`src/rtl/apb_interconnect_n_if.sv`:
```
`default_nettype none
// +--------------------------------------------------------------------------+
// | apb_interconnect_n_if : request/response port plus shared APB bus         |
// | Rev 1.0                                                                   |
// +--------------------------------------------------------------------------+
interface apb_interconnect_n_if #(
    parameter int NUM_SLAVES = 6,
    parameter int ADDR_W     = 12,
    parameter int DATA_W     = 32
);
    logic                         req_valid;
    logic                         req_ready;
    logic                         req_write;
    logic [ADDR_W-1:0]            req_addr;
    logic [DATA_W-1:0]            req_wdata;
    logic                         rsp_valid;
    logic [DATA_W-1:0]            rsp_rdata;
    logic                         rsp_err;
    logic [ADDR_W-1:0]            PADDR;
    logic                         PWRITE;
    logic [DATA_W-1:0]            PWDATA;
    logic                         PENABLE;
    logic [NUM_SLAVES-1:0]        PSEL;
    logic [NUM_SLAVES*DATA_W-1:0] PRDATA;
    logic [NUM_SLAVES-1:0]        PREADY;
    logic [NUM_SLAVES-1:0]        PSLVERR;

    // Bridge side: accepts requests, drives the APB bus.
    modport master (
        input  req_valid, req_write, req_addr, req_wdata,
        output req_ready, rsp_valid, rsp_rdata, rsp_err,
        output PADDR, PWRITE, PWDATA, PENABLE, PSEL,
        input  PRDATA, PREADY, PSLVERR
    );

    // Environment side: requester plus the peripheral slaves.
    modport slave (
        output req_valid, req_write, req_addr, req_wdata,
        input  req_ready, rsp_valid, rsp_rdata, rsp_err,
        input  PADDR, PWRITE, PWDATA, PENABLE, PSEL,
        output PRDATA, PREADY, PSLVERR
    );
endinterface
`default_nettype wire

```
`src/rtl/apb_interconnect_n.sv`:
```
`default_nettype none
// +--------------------------------------------------------------------------+
// | apb_interconnect_n : single-request APB bridge + decoder for N slaves     |
// | Optional ACCESS-phase watchdog: define APB_TIMEOUT_EN                     |
// | Rev 1.0                                                                   |
// +--------------------------------------------------------------------------+
module apb_interconnect_n #(
    parameter int NUM_SLAVES     = 6,
    parameter int ADDR_W         = 12,
    parameter int DATA_W         = 32,
    parameter int IDX_W          = 3,
    parameter int TIMEOUT_CYCLES = 16
) (
    input  logic                  clk,
    input  logic                  rst,
    apb_interconnect_n_if.master  bus
);
    typedef enum logic [1:0] {
        IDLE   = 2'd0,
        SETUP  = 2'd1,
        ACCESS = 2'd2,
        DERR   = 2'd3
    } state_t;

    localparam logic [IDX_W:0] c_num_slaves = (IDX_W+1)'(NUM_SLAVES);

    state_t                r_state;
    state_t                w_state_nxt;
    logic [IDX_W-1:0]      r_idx;
    logic [IDX_W-1:0]      w_req_idx;
    logic                  w_req_hit;
    logic                  w_accept;
    logic [NUM_SLAVES-1:0] w_psel_idx;
    logic                  w_sel_ready;
    logic                  w_sel_err;
    logic [DATA_W-1:0]     w_sel_rdata;
    logic                  w_timeout;
    logic                  w_rsp_fire;
    logic                  w_rsp_err;
    logic [DATA_W-1:0]     w_rsp_rdata;

    assign w_req_idx     = bus.req_addr[ADDR_W-1 -: IDX_W];
    assign w_req_hit     = ({1'b0, w_req_idx} < c_num_slaves);
    assign bus.req_ready = (r_state == IDLE) && !rst;
    assign w_accept      = bus.req_valid && bus.req_ready;

    // Only the latched slave's ready/error/data are ever looked at.
    always_comb begin
        w_psel_idx  = '0;
        w_sel_ready = 1'b0;
        w_sel_err   = 1'b0;
        w_sel_rdata = '0;
        for (int i = 0; i < NUM_SLAVES; i++) begin
            if (r_idx == IDX_W'(i)) begin
                w_psel_idx[i] = 1'b1;
                w_sel_ready   = bus.PREADY[i];
                w_sel_err     = bus.PSLVERR[i];
                w_sel_rdata   = bus.PRDATA[i*DATA_W +: DATA_W];
            end
        end
    end

`ifdef APB_TIMEOUT_EN
    localparam int c_cnt_w = $clog2(TIMEOUT_CYCLES) + 1;
    localparam logic [c_cnt_w-1:0] c_wait_last = c_cnt_w'(TIMEOUT_CYCLES - 1);

    logic [c_cnt_w-1:0] r_wait_cnt;

    // Held at zero outside ACCESS, so every ACCESS entry starts a fresh count.
    always_ff @(posedge clk) begin
        if (rst || (r_state != ACCESS)) begin
            r_wait_cnt <= '0;
        end else if (!w_sel_ready) begin
            r_wait_cnt <= r_wait_cnt + 1'b1;
        end
    end

    assign w_timeout = (r_wait_cnt == c_wait_last) && !w_sel_ready;
`else
    // Watchdog compiled out: ACCESS waits for PREADY indefinitely.
    assign w_timeout = (TIMEOUT_CYCLES < 0);
`endif

    always_ff @(posedge clk) begin
        if (rst) begin
            r_state <= IDLE;
        end else begin
            r_state <= w_state_nxt;
        end
    end

    always_comb begin
        w_state_nxt = r_state;
        w_rsp_fire  = 1'b0;
        w_rsp_err   = 1'b0;
        w_rsp_rdata = '0;
        bus.PSEL    = '0;
        bus.PENABLE = 1'b0;
        case (r_state)
            IDLE: begin
                if (w_accept) begin
                    w_state_nxt = w_req_hit ? SETUP : DERR;
                end
            end
            SETUP: begin
                bus.PSEL    = w_psel_idx;
                w_state_nxt = ACCESS;
            end
            ACCESS: begin
                bus.PSEL    = w_psel_idx;
                bus.PENABLE = 1'b1;
                if (w_sel_ready) begin
                    w_state_nxt = IDLE;
                    w_rsp_fire  = 1'b1;
                    w_rsp_err   = w_sel_err;
                    w_rsp_rdata = (!bus.PWRITE && !w_sel_err) ? w_sel_rdata : '0;
                end else if (w_timeout) begin
                    w_state_nxt = IDLE;
                    w_rsp_fire  = 1'b1;
                    w_rsp_err   = 1'b1;
                end
            end
            DERR: begin
                w_state_nxt = IDLE;
                w_rsp_fire  = 1'b1;
                w_rsp_err   = 1'b1;
            end
            default: w_state_nxt = IDLE;
        endcase
    end

    // Bus address/data hold their last values between transfers.
    always_ff @(posedge clk) begin
        if (rst) begin
            r_idx         <= '0;
            bus.PADDR     <= '0;
            bus.PWRITE    <= 1'b0;
            bus.PWDATA    <= '0;
            bus.rsp_valid <= 1'b0;
            bus.rsp_err   <= 1'b0;
            bus.rsp_rdata <= '0;
        end else begin
            if (w_accept) begin
                r_idx      <= w_req_idx;
                bus.PADDR  <= bus.req_addr;
                bus.PWRITE <= bus.req_write;
                bus.PWDATA <= bus.req_wdata;
            end
            bus.rsp_valid <= w_rsp_fire;
            if (w_rsp_fire) begin
                bus.rsp_err   <= w_rsp_err;
                bus.rsp_rdata <= w_rsp_rdata;
            end
        end
    end
endmodule
`default_nettype wire

```
`src/flat_wrapper.sv`:
```
// flat-port wrapper written by rule: the top's interface ports become plain ports
module apb_interconnect_n_flat 
#(
    parameter int NUM_SLAVES     = 6,
    parameter int ADDR_W         = 12,
    parameter int DATA_W         = 32,
    parameter int IDX_W          = 3,
    parameter int TIMEOUT_CYCLES = 16
)
  (clk, rst, bus_req_valid, bus_req_write, bus_req_addr, bus_req_wdata, bus_req_ready, bus_rsp_valid, bus_rsp_rdata, bus_rsp_err, bus_PADDR, bus_PWRITE, bus_PWDATA, bus_PENABLE, bus_PSEL, bus_PRDATA, bus_PREADY, bus_PSLVERR);
  apb_interconnect_n_if #(.NUM_SLAVES(NUM_SLAVES), .ADDR_W(ADDR_W), .DATA_W(DATA_W)) bus_i ();
  input  logic clk;
  input  logic rst;
  input wire logic [$bits(bus_i.req_valid)-1:0] bus_req_valid;
  input wire logic [$bits(bus_i.req_write)-1:0] bus_req_write;
  input wire logic [$bits(bus_i.req_addr)-1:0] bus_req_addr;
  input wire logic [$bits(bus_i.req_wdata)-1:0] bus_req_wdata;
  output wire logic [$bits(bus_i.req_ready)-1:0] bus_req_ready;
  output wire logic [$bits(bus_i.rsp_valid)-1:0] bus_rsp_valid;
  output wire logic [$bits(bus_i.rsp_rdata)-1:0] bus_rsp_rdata;
  output wire logic [$bits(bus_i.rsp_err)-1:0] bus_rsp_err;
  output wire logic [$bits(bus_i.PADDR)-1:0] bus_PADDR;
  output wire logic [$bits(bus_i.PWRITE)-1:0] bus_PWRITE;
  output wire logic [$bits(bus_i.PWDATA)-1:0] bus_PWDATA;
  output wire logic [$bits(bus_i.PENABLE)-1:0] bus_PENABLE;
  output wire logic [$bits(bus_i.PSEL)-1:0] bus_PSEL;
  input wire logic [$bits(bus_i.PRDATA)-1:0] bus_PRDATA;
  input wire logic [$bits(bus_i.PREADY)-1:0] bus_PREADY;
  input wire logic [$bits(bus_i.PSLVERR)-1:0] bus_PSLVERR;
  assign bus_i.req_valid = bus_req_valid;
  assign bus_i.req_write = bus_req_write;
  assign bus_i.req_addr = bus_req_addr;
  assign bus_i.req_wdata = bus_req_wdata;
  assign bus_req_ready = bus_i.req_ready;
  assign bus_rsp_valid = bus_i.rsp_valid;
  assign bus_rsp_rdata = bus_i.rsp_rdata;
  assign bus_rsp_err = bus_i.rsp_err;
  assign bus_PADDR = bus_i.PADDR;
  assign bus_PWRITE = bus_i.PWRITE;
  assign bus_PWDATA = bus_i.PWDATA;
  assign bus_PENABLE = bus_i.PENABLE;
  assign bus_PSEL = bus_i.PSEL;
  assign bus_i.PRDATA = bus_PRDATA;
  assign bus_i.PREADY = bus_PREADY;
  assign bus_i.PSLVERR = bus_PSLVERR;
  apb_interconnect_n #(.NUM_SLAVES(NUM_SLAVES), .ADDR_W(ADDR_W), .DATA_W(DATA_W), .IDX_W(IDX_W), .TIMEOUT_CYCLES(TIMEOUT_CYCLES)) u_core (.clk(clk), .rst(rst), .bus(bus_i));
endmodule
```
`config.mk`:
```
export PLATFORM = sky130hd
export DESIGN_NAME = apb_interconnect_n_flat
export DESIGN_NICKNAME = d
export VERILOG_FILES = /design/src/rtl/apb_interconnect_n_if.sv /design/src/rtl/apb_interconnect_n.sv /design/src/flat_wrapper.sv
export SDC_FILE = /design/constraint.sdc
export NUM_CORES = 1
export LEC_CHECK = 0
export ABC_AREA = 1
export BUFFER_PORTS_ARGS = -buffer_cell sky130_fd_sc_hd__buf_4
export CORE_AREA = 2 2 130 132
export CTS_BUF_LIST = sky130_fd_sc_hd__clkbuf_4
export DETAILED_ROUTE_END_ITERATION = 10
export DIE_AREA = 0 0 132 134
export GPL_TIMING_DRIVEN = 0
export REMOVE_ABC_BUFFERS = 1
export SLEW_MARGIN = 20
export SYNTH_ARGS = -nofsm -noshare
export SYNTH_HDL_FRONTEND = slang
export SYNTH_SLANG_ARGS = --single-unit
export TNS_END_PERCENT = 100
```
`constraint.sdc`:
```
create_clock -name clk -period 1.6 [get_ports clk]
set_input_delay 0.16 -clock clk [delete_from_list [all_inputs] [get_ports clk]]
set_output_delay 0.16 -clock clk [all_outputs]
set_load 0.02 [all_outputs]
```
# After elaboration in Yosys (flattened, before gate mapping)
# Index checks and enable logic that the tools add are counted.
[totals] input_bits=252 wordCells=66 output_inout_bits=87 ff_bits=84
[classes] magnitude_cmp=1 reduce_logical=10 n_mux=37 eq_ne=10
[ops] operator="$mux 32" count=9
[ops] operator="$mux 1" count=21
[ops] operator="$pmux 2 s4" count=1
[ops] operator="$eq 3x2->1 const B" count=2
[ops] operator="$eq 3x3->1 const B" count=2
[ops] operator="$mux 2" count=3
[ops] operator="$mux 6" count=1
[ops] operator="$eq 2x2->1 const B" count=2
[ops] operator="$ne 2x1->1 const B" count=2
[ops] operator="$pmux 1 s2" count=2
[ops] operator="$eq 3x1->1 const B" count=1
[ops] operator="$logic_and 1x1->1" count=3
[ops] operator="$logic_not 1->1" count=3
[ops] operator="$logic_not 3->1" count=1
[ops] operator="$lt 3x3->1 const B" count=1
[ops] operator="$eq 2x1->1 const B" count=1
[ops] operator="$logic_not 2->1" count=1
[ops] operator="$reduce_and 2->1" count=1
[ops] operator="$reduce_or 2->1" count=1

# Logic depth before layout (Yosys ltp)
# Gate-level depths: netlist of the first run.
[depth] word_depth=12 depth_mapped=14 ltp_nobuf=12

# Worst setup path before layout of the first run
# Ideal clock, no wire load.
[synth_timing] path_type="register to register" startpoint="register, netlist name u_core.bus.PADDR[10]" endpoint="register u_core.bus.rsp_rdata[18]" setup_ps=132 n_path_buf=3 arrival_time_ps=1783 required_time_ps=1468 stages_incl_launch_ff=13 path_slack_ps=-315 period_less_slack_ps=1915 cell_sequence="dfxtp_1 buf_2 nor2_1 nand2_1 clkinv_1 a21oi_1 nand2_1 nand3_1 buf_4 buf_2 nor2_1 nand3_1 a21oi_1"
[synth_rtl] item="end signal, assigned" line_no="apb_interconnect_n.sv:152" rtl="bus.rsp_rdata <= w_rsp_rdata;"
[synth_rtl] item="end, declared" line_no="apb_interconnect_n_if.sv:31" rtl="output req_ready, rsp_valid, rsp_rdata, rsp_err,"

==> summary.txt, run 1 <==
Outcome
  – Status: finished with violations
  – Failing checks: negative setup slack

Floorplanning
  – Horizontal extent of the die: 132 µm
  – Row cnt: 47
  – Placeable core area: 16300 µm²
  – Die boundary height: 134 µm
  – Die ar.: 17700 µm²
  – Top-Level Pins: 339
  – Starting utilization of the core area: 27.1%

Synth
  – Area leader, netlist: sky130_fd_sc_hd__dfxtp_1
  – Part of the Yosys area used for sequential elements: 36.7%
  – Ys Warns: 0
  – Ranking of synthesized cells by instance count: 278 x sky130_fd_sc_hd__nand2_1, 115 x sky130_fd_sc_hd__nand3_1, 81 x sky130_fd_sc_hd__dfxtp_1, 52 x sky130_fd_sc_hd__nor2_1, 38 x sky130_fd_sc_hd__a21oi_1
  – Leading post-synthesis cells by cell area: sky130_fd_sc_hd__dfxtp_1 37%, sky130_fd_sc_hd__nand2_1 24%, sky130_fd_sc_hd__nand3_1 13%
  – Unique masters post-synth: 20
  – Cells after Synth: 714
  – Area share of the largest cell type after synthesis: 36.7%
  – Most frequently used cell type in the post-synthesis netlist: sky130_fd_sc_hd__nand2_1
  – Average size of a mapped cell: 6.18 µm²
  – Total of flip-flops plus latches after synthesis: 81
  – Flip-flop cell with the highest count after synthesis: sky130_fd_sc_hd__dfxtp_1
  – Number of enable flip-flop cells after synthesis: 0
  – Post-synth design cell area: 4410 µm²
  – Share of synthesized registers carrying an async set or reset: 0%

Worst setup path
  – Kind of cell adding the most delay to the critical path: simple AND/OR/NAND/NOR gates
  – Worst Path Arrival: 2.30 ns
  – Endpoint kind of the worst setup timing path: flop
  – Launching element type of the critical path: flop
  – Data required time of the worst path: 1.97 ns
  – Max stage delay on crit path: 0.44 ns
  – Crit path max-delay cell type: sky130_fd_sc_hd__dfxtp_4
  – Crit path buffers/inverters: 3
  – Critical path class: flop to flop
  – Sequence of cells on the critical path: inv_8 -> nor3_4 -> bufinv_16 -> or2_4 -> nand3_4 -> nand2_8 -> inv_12 -> nand2_2 -> a21oi_2
  – CP Max Fanout: 8

Timing
  – Worst slew slack as a fraction of its limit: 46.4%
  – Final critical-path setup slack: -0.335 ns
  – Worst slack on hold paths: 0.0947 ns
  – Total count of hold-check failures in the final report: 0
  – Fin crit period: 1.94 ns
  – Pins over their slew limit: 0
  – Setup Viol. Count Final: 85
  – Maximum clock skew at final layout: 0.0255 ns
  – Ratio of final minimum period to clock period: 121%
  – Worst slew pin tran: 0.802 ns
  – FMAX: 517 MHz
  – Setup repair after global routing missed its margin: yes

Clock tree
  – TritonCTS clock tree: done
  – H-tree Lvls: 3
  – Root Buffer: sky130_fd_sc_hd__clkbuf_4
  – Clock slew at reported path FFs: 0.15 ns
  – Number of clock buffers inserted by TritonCTS: 9
  – Number of sinks handled by clock tree synthesis: 81
  – Max Buffers Root-to-Sink: 2
  – Clock latency of the later-clocked register in the worst-skew pair: 0.45 ns

Global routing
  – Overflow left after global routing: 0
  – Number of antenna violations at the first check in global routing: 0
  – GR Util All Layers: 25.2%
  – Via count of the first global-routing pass: 6307
  – Largest net degree at the start of global routing: 47
  – First-pass GRT wire length: 34600 µm

Place
  – Minimum setup slack after placement: -2.39 ns
  – Buffers added on ports: 338
  – Post-detailed-placement cell area: 7180 µm²
  – Number of placed instances, taps included: 1229
  – Last weighted congestion value of the routability-driven placer: 0.811
  – HPWL after DPL: 14600 µm

Power
  – Clock power frac: 15.6%
  – Combinational share of power: 54.9%
  – Leakage power figure: 4.25 nW
  – Switching Share: 42.7%
  – Internal power contribution: 4.80 mW
  – Power density of the placed cells: 947 nW/µm²
  – Net switching power: 3.57 mW
  – Maximum ir drop on the vdd rail: 0.723 mV
  – Sequential Power Share: 29.5%

Cells and area
  – Design Area, Final: 8840 µm²
  – Register cell area after layout: 1640 µm²
  – Final standard cell count with taps included and fillers excluded: 1350
  – End-of-flow core utilization: 54.3%
  – Number of nets at the end of the flow: 1382
  – Number of antenna diodes: 0
  – Area Growth Syn to Fin: 100%
  – Fraction of final layout cells with drive strength greater than 1: 44.2%
  – Footprint of the multi-input gates: 2860 µm²
  – Fill cell instance count of the final layout: 1611

Routing
  – DRC violation count after routing: 0
  – Vias: 6420
  – Drt first pass iters: 5
  – Routed length per instance: 17.2 µm
  – Total wire length after detailed routing: 23300 µm
  – Vias per cell: 4.76
  – Number of DRC markers after the initial detailed-route iteration: 297
  – Number of antenna-violating nets in the routed design: 0

Run
  – Max-cap violation count: 0

Hold path
  – Path type of the worst min-delay path: input pin to flop
## layout make-up
cell class                 instances  area share (%)
timing repair buffer             441            41.5
multi-input combinational        566            32.4
sequential                        81            18.5
tap                              220            3.11
inverter                          19            1.94
timing repair inverter             7           0.948
clock inverter                     7           0.864
clock buffer                       9           0.764
## sequential cells by signal (all words and copies together) (netlist names)
name and count:
u_core.bus.rsp_valid 1, u_core.bus.PWRITE 1, u_core.bus.PADDR 11, u_core.r_state 2, u_core.bus.PWDATA 32, u_core.bus.rsp_rdata 32, u_core.bus.rsp_err 1, u_core.r_idx 1
## through the flow
stage | TNS, ns | power, mW
3_3_place_gp | -239.55 | 5.78
5_1_grt | -29.71 | 8.93
4_1_cts | -20.41 | 8.27
2_1_floorplan | -115.14 | 4.22
3_5_place_dp | -113.05 | 5.93
6_report | -17.39 | 8.37
## cells in the final DEF, fill, tap and decap left out, types with 7 or more instances in the layout
cell type	instances
sky130_fd_sc_hd__buf_6	16
sky130_fd_sc_hd__nor2_1	43
sky130_fd_sc_hd__o21ai_0	36
sky130_fd_sc_hd__dlygate4sd3_1	45
sky130_fd_sc_hd__nor2_4	7
sky130_fd_sc_hd__nand3_1	100
sky130_fd_sc_hd__a21oi_2	7
sky130_fd_sc_hd__nand4_1	33
sky130_fd_sc_hd__buf_4	369
sky130_fd_sc_hd__nand2_1	254
sky130_fd_sc_hd__nand2_2	17
sky130_fd_sc_hd__clkbuf_4	9
sky130_fd_sc_hd__a21oi_1	31
sky130_fd_sc_hd__nand3_2	15
sky130_fd_sc_hd__dfxtp_1	76
## final timing paths
| check | from | end | slack, ns | cells past startpoint |
|---|---|---|---|---|
| max | u_core.bus.PADDR[9] | u_core.bus.rsp_rdata[3] | -0.34 | 9 |
| min | bus_PRDATA[170] | u_core.bus.rsp_rdata[10] | 0.09 | 5 |
| max reg2reg | u_core.bus.PADDR[9] | u_core.bus.rsp_rdata[3] | -0.34 | 9 |
| min reg2reg | u_core.bus.rsp_rdata[25] | u_core.bus.rsp_rdata[25] | 0.47 | 2 |
## tightest hold or removal path: stages
cell and delay, ns:
sky130_fd_sc_hd__buf_4 0.11, sky130_fd_sc_hd__nor2_1 0.09, sky130_fd_sc_hd__nor2_1 0.05, sky130_fd_sc_hd__nand3_1 0.06, sky130_fd_sc_hd__a21oi_1 0.06
## kinds of logic (layout without fill, tap and decap cells)
group | after synthesis | in the layout | synth area share [%]
adders and majority gates | 5 | 5 | 1.42
DFF | 81 | 81 | 36.7
buffers and inverters | 69 | 483 | 6.52
AOI/OAI and AO/OA | 75 | 75 | 8.51
and+or+nand+nor | 484 | 486 | 46.8
## repair_timing
item                       4_1_cts  5_1_grt
setup buffers                   36       13
setup endpoints to repair       88       89
cloned                          11        1
hold buffers                    45        0
gates resized for setup         94       44
pin swaps                       48       18
hold endpoints to repair        45        0
## layer usage
layer  global-route usage, %  vias up  part of all wire [%]
met2                    45.1      257                    50
met5                       0        -                     0
met4                    8.70        0                   2.5
met3                    6.01       34                   7.6
met1                    29.4     2936                    40
li1                        -     3193                     -
## power by group through the flow
stage	Clock [mW]	Combinational, mW	Sequential [mW]
global route	1.44	5.00	2.50
CTS	1.37	4.45	2.45
detailed placement	0	3.43	2.50
floorplan	0	1.44	2.78
global placement	0	3.29	2.49
finish	1.30	4.59	2.47
Note: power is estimated with default switching activity, not from simulation.
==> inputs of run 2 (changes only) <==
- CORE_AREA: 2 2 130 132 -> 5 5 129 131
- DIE_AREA: 0 0 132 134 -> 0 0 134 136
==> run 2 against run 1 <==
Effect of this change:
- the run still ends with negative setup slack left
- register-to-register slack got worse by 0.03 ns
- final cell count decreased by 1.7%
- clock skew decreased by 0.013 ns
- sequential power about the same
- core utilization increased by 4.1 points
- global-route usage increased by 0.59 points
- critical path type unchanged
- critical endpoint is now u_core.bus.rsp_rdata[23]
==> summary.txt, run 2 (synthesis results as in run 1) <==
Global routing
  – Largest net degree at the start of global routing: 47 (unchanged)
  – Via count of the first global-routing pass: 6387 (+1.3%)
  – GR Util All Layers: 25.8% (+0.59 points)
  – Overflow left after global routing: 0 (unchanged)
  – First-pass GRT wire length: 35900 µm (+3.9%)
  – Number of antenna violations at the first check in global routing: 0 (unchanged)

Floorplanning
  – Die boundary height: 136 µm (+1.5%)
  – Row cnt: 46 (-2.1%)
  – Die ar.: 18200 µm² (+3.0%)
  – Placeable core area: 15500 µm² (-5.0%)
  – Horizontal extent of the die: 134 µm (+1.5%)
  – Top-Level Pins: 339 (unchanged)
  – Starting utilization of the core area: 28.5% (+1.4 points)

Place
  – Post-detailed-placement cell area: 7120 µm² (-0.77%)
  – Last weighted congestion value of the routability-driven placer: 0.822 (+1.4%)
  – Buffers added on ports: 338 (unchanged)
  – Minimum setup slack after placement: -2.48 ns (-0.0970 ns)
  – HPWL after DPL: 15600 µm (+6.9%)

Timing
  – Maximum clock skew at final layout: 0.0128 ns (-0.0127 ns)
  – Worst slew pin tran: 0.802 ns (-0.000287 ns)
  – Worst slew slack as a fraction of its limit: 46.5% (about the same)
  – Pins over their slew limit: 0 (unchanged)
  – Ratio of final minimum period to clock period: 123% (+1.8 points)
  – Fin crit period: 1.96 ns (+0.0294 ns)
  – Setup Viol. Count Final: 85 (unchanged)
  – Total count of hold-check failures in the final report: 0 (unchanged)
  – Final critical-path setup slack: -0.365 ns (-0.0294 ns)
  – Accumulated negative setup slack: -18.33 ns (-0.942 ns)
  – Worst slack on hold paths: 0.0529 ns (-0.0418 ns)
  – FMAX: 509 MHz (-1.5%)
  – Setup repair after global routing missed its margin: yes

Outcome
  – Failing checks: negative setup slack
  – Status: finished with violations

Worst setup path
  – Data required time of the worst path: 1.99 ns (+0.02 ns)
  – Worst Path Arrival: 2.36 ns (+0.06 ns)
  – Endpoint kind of the worst setup timing path: flop
  – Critical path class: flop to flop
  – Launching element type of the critical path: flop
  – Crit path max-delay cell type: sky130_fd_sc_hd__dfxtp_4
  – CP Max Fanout: 8 (unchanged)
  – Sequence of cells on the critical path: inv_8 -> nor3_4 -> buf_6 -> inv_16 -> or2_4 -> nand3_4 -> nand2_8 -> inv_12 -> nand2_1 -> a21oi_2
  – Max stage delay on crit path: 0.42 ns (-0.02 ns)

Cells and area
  – Design Area, Final: 9040 µm² (+2.2%)
  – Fill cell instance count of the final layout: 1476 (-8.4%)
  – Leading cell type in the layout, fill and taps excluded: sky130_fd_sc_hd__buf_4
  – Top library cells by usage in the layout, fill and taps aside: 368 x sky130_fd_sc_hd__buf_4, 247 x sky130_fd_sc_hd__nand2_1, 92 x sky130_fd_sc_hd__nand3_1
  – Fraction of final layout cells with drive strength greater than 1: 47.1% (+2.9 points)
  – Area Growth Syn to Fin: 105%
  – Registers with the most flip-flops: u_core.bus.PWDATA (32), u_core.bus.rsp_rdata (32), u_core.bus.PADDR (11)
  – Number of antenna diodes: 0 (unchanged)
  – Number of nets at the end of the flow: 1387 (+0.36%)

Power
  – Net switching power: 3.76 mW (+5.4%)
  – Combinational share of power: 56.4% (+1.5 points)
  – Sequential Power Share: 28.7% (-0.8 points)
  – Power density of the placed cells: 964 nW/µm² (+1.8%)
  – Maximum ir drop on the vdd rail: 0.697 mV (-3.7%)
  – Internal power contribution: 4.94 mW (+3.1%)
  – Switching Share: 43.2% (+0.55 points)
  – Leakage power figure: 4.33 nW (+1.8%)
  – Clock power frac: 15.0% (-0.6 points)

Routing
  – Total wire length after detailed routing: 24600 µm (+5.5%)
  – Highest Signal Layer: met4
  – Routed wire length on met3: 2200 µm (+23%)
  – Number of DRC markers after the initial detailed-route iteration: 266 (-10%)
  – Vias per cell: 4.83 (+1.6%)
  – DRC violation count after routing: 0 (unchanged)
  – Met2 layer wire length in the routed design: 12300 µm (+5.7%)
  – Wire length on met1: 9460 µm (+2.4%)
  – Number of antenna-violating nets in the routed design: 0 (unchanged)
  – Vias: 6412 (-0.12%)
  – Routed length per instance: 18.5 µm (+7.4%)
  – Drt first pass iters: 5 (unchanged)

Run
  – Max-cap violation count: 0 (unchanged)

Hold path
  – Path type of the worst min-delay path: input pin to flop

Clock tree
  – Clock latency of the later-clocked register in the worst-skew pair: 0.46 ns (about the same)
  – Number of clock buffers inserted by TritonCTS: 9 (unchanged)
  – Root Buffer: sky130_fd_sc_hd__clkbuf_4
  – Clock slew at reported path FFs: 0.13 ns (-0.02 ns)
  – Number of sinks handled by clock tree synthesis: 81 (unchanged)
  – H-tree Lvls: 3 (unchanged)
  – Max Buffers Root-to-Sink: 2 (unchanged)
  – TritonCTS clock tree: done
## run 2: power groups by stage
stage | Clock (mW) | Combinational, mW | Sequential (mW)
2_1_floorplan | 0 | 1.44 | 2.78
3_3_place_gp | 0 | 3.30 | 2.48
3_5_place_dp | 0 | 3.39 | 2.50
4_1_cts | 1.36 | 4.79 | 2.48
5_1_grt | 1.43 | 5.32 | 2.53
6_report | 1.30 | 4.91 | 2.50
## run 2: cell type report
class                      instances  area, µm²  area share (%)
clock buffer                       9       67.6           0.748
clock inverter                     7       76.3           0.845
inverter                          19        166            1.84
multi-input combinational        568       3030            33.5
sequential                        81       1640            18.1
tap                              192        240            2.66
timing repair buffer             443       3730            41.3
timing repair inverter             8       91.3            1.01
## run 2: critical path: cells and delay by family, from the launching register on
family	cells	cell delay (ns)
AND/OR/NAND/NOR	5	0.90
flip-flops	1	0.42
buffers and inverters	4	0.43
AO/OA/AOI/OAI	1	0.12
## run 2: worst paths after layout
kind / start / to / slack (ns) / cells after the start
setup / recovery: u_core.r_idx[2] / u_core.bus.rsp_rdata[23] / -0.36 / 10
hold / removal: bus_req_addr[11] / u_core.r_idx[2] / 0.05 / 3
setup reg to reg: u_core.r_idx[2] / u_core.bus.rsp_rdata[23] / -0.36 / 10
hold reg to reg: u_core.bus.PWDATA[14] / u_core.bus.PWDATA[14] / 0.47 / 2
## run 2: timing repair
item / in CTS / in global routing
setup buffers: 47 / 4
hold buffers: 44 / 0
endpoints found under the hold margin: 44 / 0
pin swaps: 48 / 13
endpoints found under the setup margin: 88 / 89
cloned: 15 / 1
resized for setup: 167 / 17
## run 2: per-stage QoR
stage / cells / power (mW) / util (%)
final: 1327 / 8.71 / 58.4
after global routing: 1327 / 9.27 / 58.4
after CTS: 1322 / 8.63 / 57.6
after floorplan: 664 / 4.22 / -
after detailed placement: 1200 / 5.89 / 46.0
after global placement: 1194 / 5.78 / 45.0
## run 2: routing by layer
| layer | track usage [%] | vias to the layer above |
|---|---|---|
| met5 | 0 | - |
| met4 | 8.40 | 0 |
| met3 | 7.88 | 29 |
| met2 | 46.3 | 270 |
| met1 | 29.1 | 2898 |
| li1 | - | 3215 |
==> inputs of run 3 (changes only) <==
- clock period: 1.6 -> 1.7 ns (I/O delays scaled with it)
==> run 3 against run 2 <==
Effect of this change:
- the run still ends with negative setup slack left
- hold slack better by 0.0085 ns
- clock power down 6%
- sequential share of layout area up 0.075 points
- register-to-register slack better by 0.14 ns
- sequential cell count unchanged
- core utilization down 0.24 points
- first-iteration DRC count down 2.6%
- combinational power down 5.7%
- non-clock buffer count up 5
- die area unchanged
- largest cell class unchanged
- highest routed layer unchanged
==> summary.txt, run 3 (synthesis results as in run 1) <==
Place
  – Minimum setup slack after placement: -2.38 ns (+0.100 ns)
  – HPWL after DPL: 15600 µm (unchanged)
  – Last weighted congestion value of the routability-driven placer: 0.822 (unchanged)
  – Post-detailed-placement cell area: 7120 µm² (unchanged)
  – Buffers added on ports: 338 (unchanged)

Timing
  – Setup repair after global routing missed its margin: yes
  – Worst slew pin tran: 0.802 ns (-0.000267 ns)
  – Maximum clock skew at final layout: 0.0122 ns (-0.000554 ns)
  – Worst slew slack as a fraction of its limit: 46.6% (+0.096 points)
  – Fin crit period: 1.93 ns (-0.0396 ns)
  – Total count of hold-check failures in the final report: 0 (unchanged)
  – Setup Viol. Count Final: 40 (-53%)
  – Ratio of final minimum period to clock period: 113% (-9.6 points)
  – Final critical-path setup slack: -0.225 ns (+0.140 ns)
  – Pins over their slew limit: 0 (unchanged)
  – Worst slack on hold paths: 0.0614 ns (+0.00848 ns)
  – FMAX: 519 MHz (+2.1%)

Routing
  – Routed length per instance: 18.5 µm (-0.26%)
  – Number of antenna-violating nets in the routed design: 0 (unchanged)
  – Drt first pass iters: 4 (-1)
  – Number of DRC markers after the initial detailed-route iteration: 259 (-2.6%)
  – Vias: 6395 (-0.27%)
  – DRC violation count after routing: 0 (unchanged)
  – Total wire length after detailed routing: 24600 µm (+0.19%)
  – Vias per cell: 4.80 (-0.71%)

Power
  – Maximum ir drop on the vdd rail: 0.660 mV (-5.2%)
  – Internal power contribution: 4.66 mW (-5.8%)
  – Sequential Power Share: 28.6% (about the same)
  – Power density of the placed cells: 911 nW/µm² (-5.5%)
  – Total chip power: 8.20 mW (-5.9%)
  – Switching Share: 43.2% (-0.049 points)
  – Clock power frac: 14.9% (about the same)
  – Leakage power figure: 4.33 nW (+0.15%)
  – Net switching power: 3.54 mW (-6.0%)
  – Combinational share of power: 56.5% (about the same)

Global routing
  – GR Util All Layers: 25.6% (-0.19 points)
  – First-pass GRT wire length: 35700 µm (-0.83%)
  – Via count of the first global-routing pass: 6255 (-2.1%)
  – Number of antenna violations at the first check in global routing: 0 (unchanged)
  – Largest net degree at the start of global routing: 47 (unchanged)
  – Overflow left after global routing: 0 (unchanged)

Worst setup path
  – Endpoint kind of the worst setup timing path: flop
  – Max stage delay on crit path: 0.42 ns (about the same)
  – Launching element type of the critical path: flop
  – Sequence of cells on the critical path: clkinv_8 -> nor3_4 -> buf_6 -> inv_16 -> or2_4 -> nand3_4 -> clkinvlp_4 -> nand3_2 -> a21oi_2
  – Critical path class: flop to flop
  – Data required time of the worst path: 2.03 ns (+0.04 ns)
  – CP Max Fanout: 7 (-1)
  – Worst Path Arrival: 2.26 ns (-0.10 ns)
  – Crit path max-delay cell type: sky130_fd_sc_hd__dfxtp_4

Floorplanning
  – Starting utilization of the core area: 28.5% (unchanged)
  – Horizontal extent of the die: 134 µm (unchanged)
  – Die boundary height: 136 µm (unchanged)
  – Row cnt: 46 (unchanged)
  – Placeable core area: 15500 µm² (unchanged)
  – Top-Level Pins: 339 (unchanged)
  – Die ar.: 18200 µm² (unchanged)

Cells and area
  – Number of antenna diodes: 0 (unchanged)
  – Top library cells by usage in the layout, fill and taps aside: 372 x sky130_fd_sc_hd__buf_4, 255 x sky130_fd_sc_hd__nand2_1, 98 x sky130_fd_sc_hd__nand3_1
  – Fill cell instance count of the final layout: 1469 (-0.47%)
  – End-of-flow core utilization: 58.1% (-0.24 points)
  – Number of nets at the end of the flow: 1393 (+0.43%)
  – Leading cell type in the layout, fill and taps excluded: sky130_fd_sc_hd__buf_4
  – Registers with the most flip-flops: u_core.bus.PWDATA (32), u_core.bus.rsp_rdata (32), u_core.bus.PADDR (11)
  – Design Area, Final: 9000 µm² (-0.42%)
  – Fraction of final layout cells with drive strength greater than 1: 45.5% (-1.7 points)
  – Area Growth Syn to Fin: 104%

Hold path
  – Path type of the worst min-delay path: input pin to flop

Clock tree
  – Number of clock buffers inserted by TritonCTS: 9 (unchanged)
  – TritonCTS clock tree: done
  – Root Buffer: sky130_fd_sc_hd__clkbuf_4
  – Max Buffers Root-to-Sink: 2 (unchanged)
  – Clock slew at reported path FFs: 0.13 ns (about the same)
  – H-tree Lvls: 3 (unchanged)
  – Number of sinks handled by clock tree synthesis: 81 (unchanged)
  – Clock latency of the later-clocked register in the worst-skew pair: 0.46 ns (about the same)

Outcome
  – Status: finished with violations
  – Failing checks: negative setup slack

Run
  – Max-cap violation count: 0 (unchanged)
[run 3: timing repair]
item                                    CTS  global route
pin swaps                                40            20
cloned                                   15             2
hold endpoints to repair                 44             0
resized for setup                       130            35
endpoints found under the setup margin   88            55
hold buffers                             44             0
buffers inserted                         48            10
[run 3: layer usage]
| metal | vias up | GRT usage, % | routed length, µm |
|---|---|---|---|
| met5 | - | 0 | 0 |
| met4 | 0 | 8.29 | 678 |
| met3 | 40 | 7.88 | 2350 |
| met2 | 269 | 45.8 | 12200 |
| met1 | 2865 | 29.0 | 9340 |
| li1 | 3221 | - | - |
[run 3: final cells by class]
cell class | count | area (µm²) | area share, %
clock inverters | 7 | 76.3 | 0.848
repair buffers | 448 | 3770 | 41.9
clock buffers | 9 | 67.6 | 0.751
well taps | 192 | 240 | 2.67
repair inverters | 8 | 91.3 | 1.02
multi-input cells | 569 | 2940 | 32.7
flip-flops and latches | 81 | 1640 | 18.2
inverters | 19 | 173 | 1.92
[run 3: final timing paths]
path	from	endpoint	slack, ns	depth (start not counted)
worst min register to register	u_core.bus.rsp_rdata[11]	u_core.bus.rsp_rdata[11]	0.47	2
worst max register to register	u_core.r_idx[2]	u_core.bus.rsp_rdata[27]	-0.23	9
worst max-delay path	u_core.r_idx[2]	u_core.bus.rsp_rdata[27]	-0.23	9
worst min-delay path	bus_req_addr[11]	u_core.r_idx[2]	0.06	3
[run 3: through the flow]
stage / TNS, ns / cells
4_1_cts: -5.84 / 1323
5_1_grt: -11.33 / 1333
3_3_place_gp: -227.75 / 1194
3_5_place_dp: -112.07 / 1200
6_report: -7.04 / 1333
2_1_floorplan: -106.77 / 664
[run 3: power groups by stage]
stage                     registers, mW  clock network, mW  logic [mW]
after global placement             2.33                  0        3.11
after detailed placement           2.35                  0        3.19
final                              2.34               1.22        4.63
after global routing               2.37               1.34        5.03
after CTS                          2.33               1.28        4.50
after floorplan                    2.61                  0        1.36
[run 3: critical path: cells and delay by family (launching register included)]
| family | cells | cell delay (ns) |
|---|---|---|
| buffers and inverters | 4 | 0.55 |
| AOI/OAI and AO/OA | 1 | 0.06 |
| DFF | 1 | 0.42 |
| and+or+nand+nor | 4 | 0.76 |
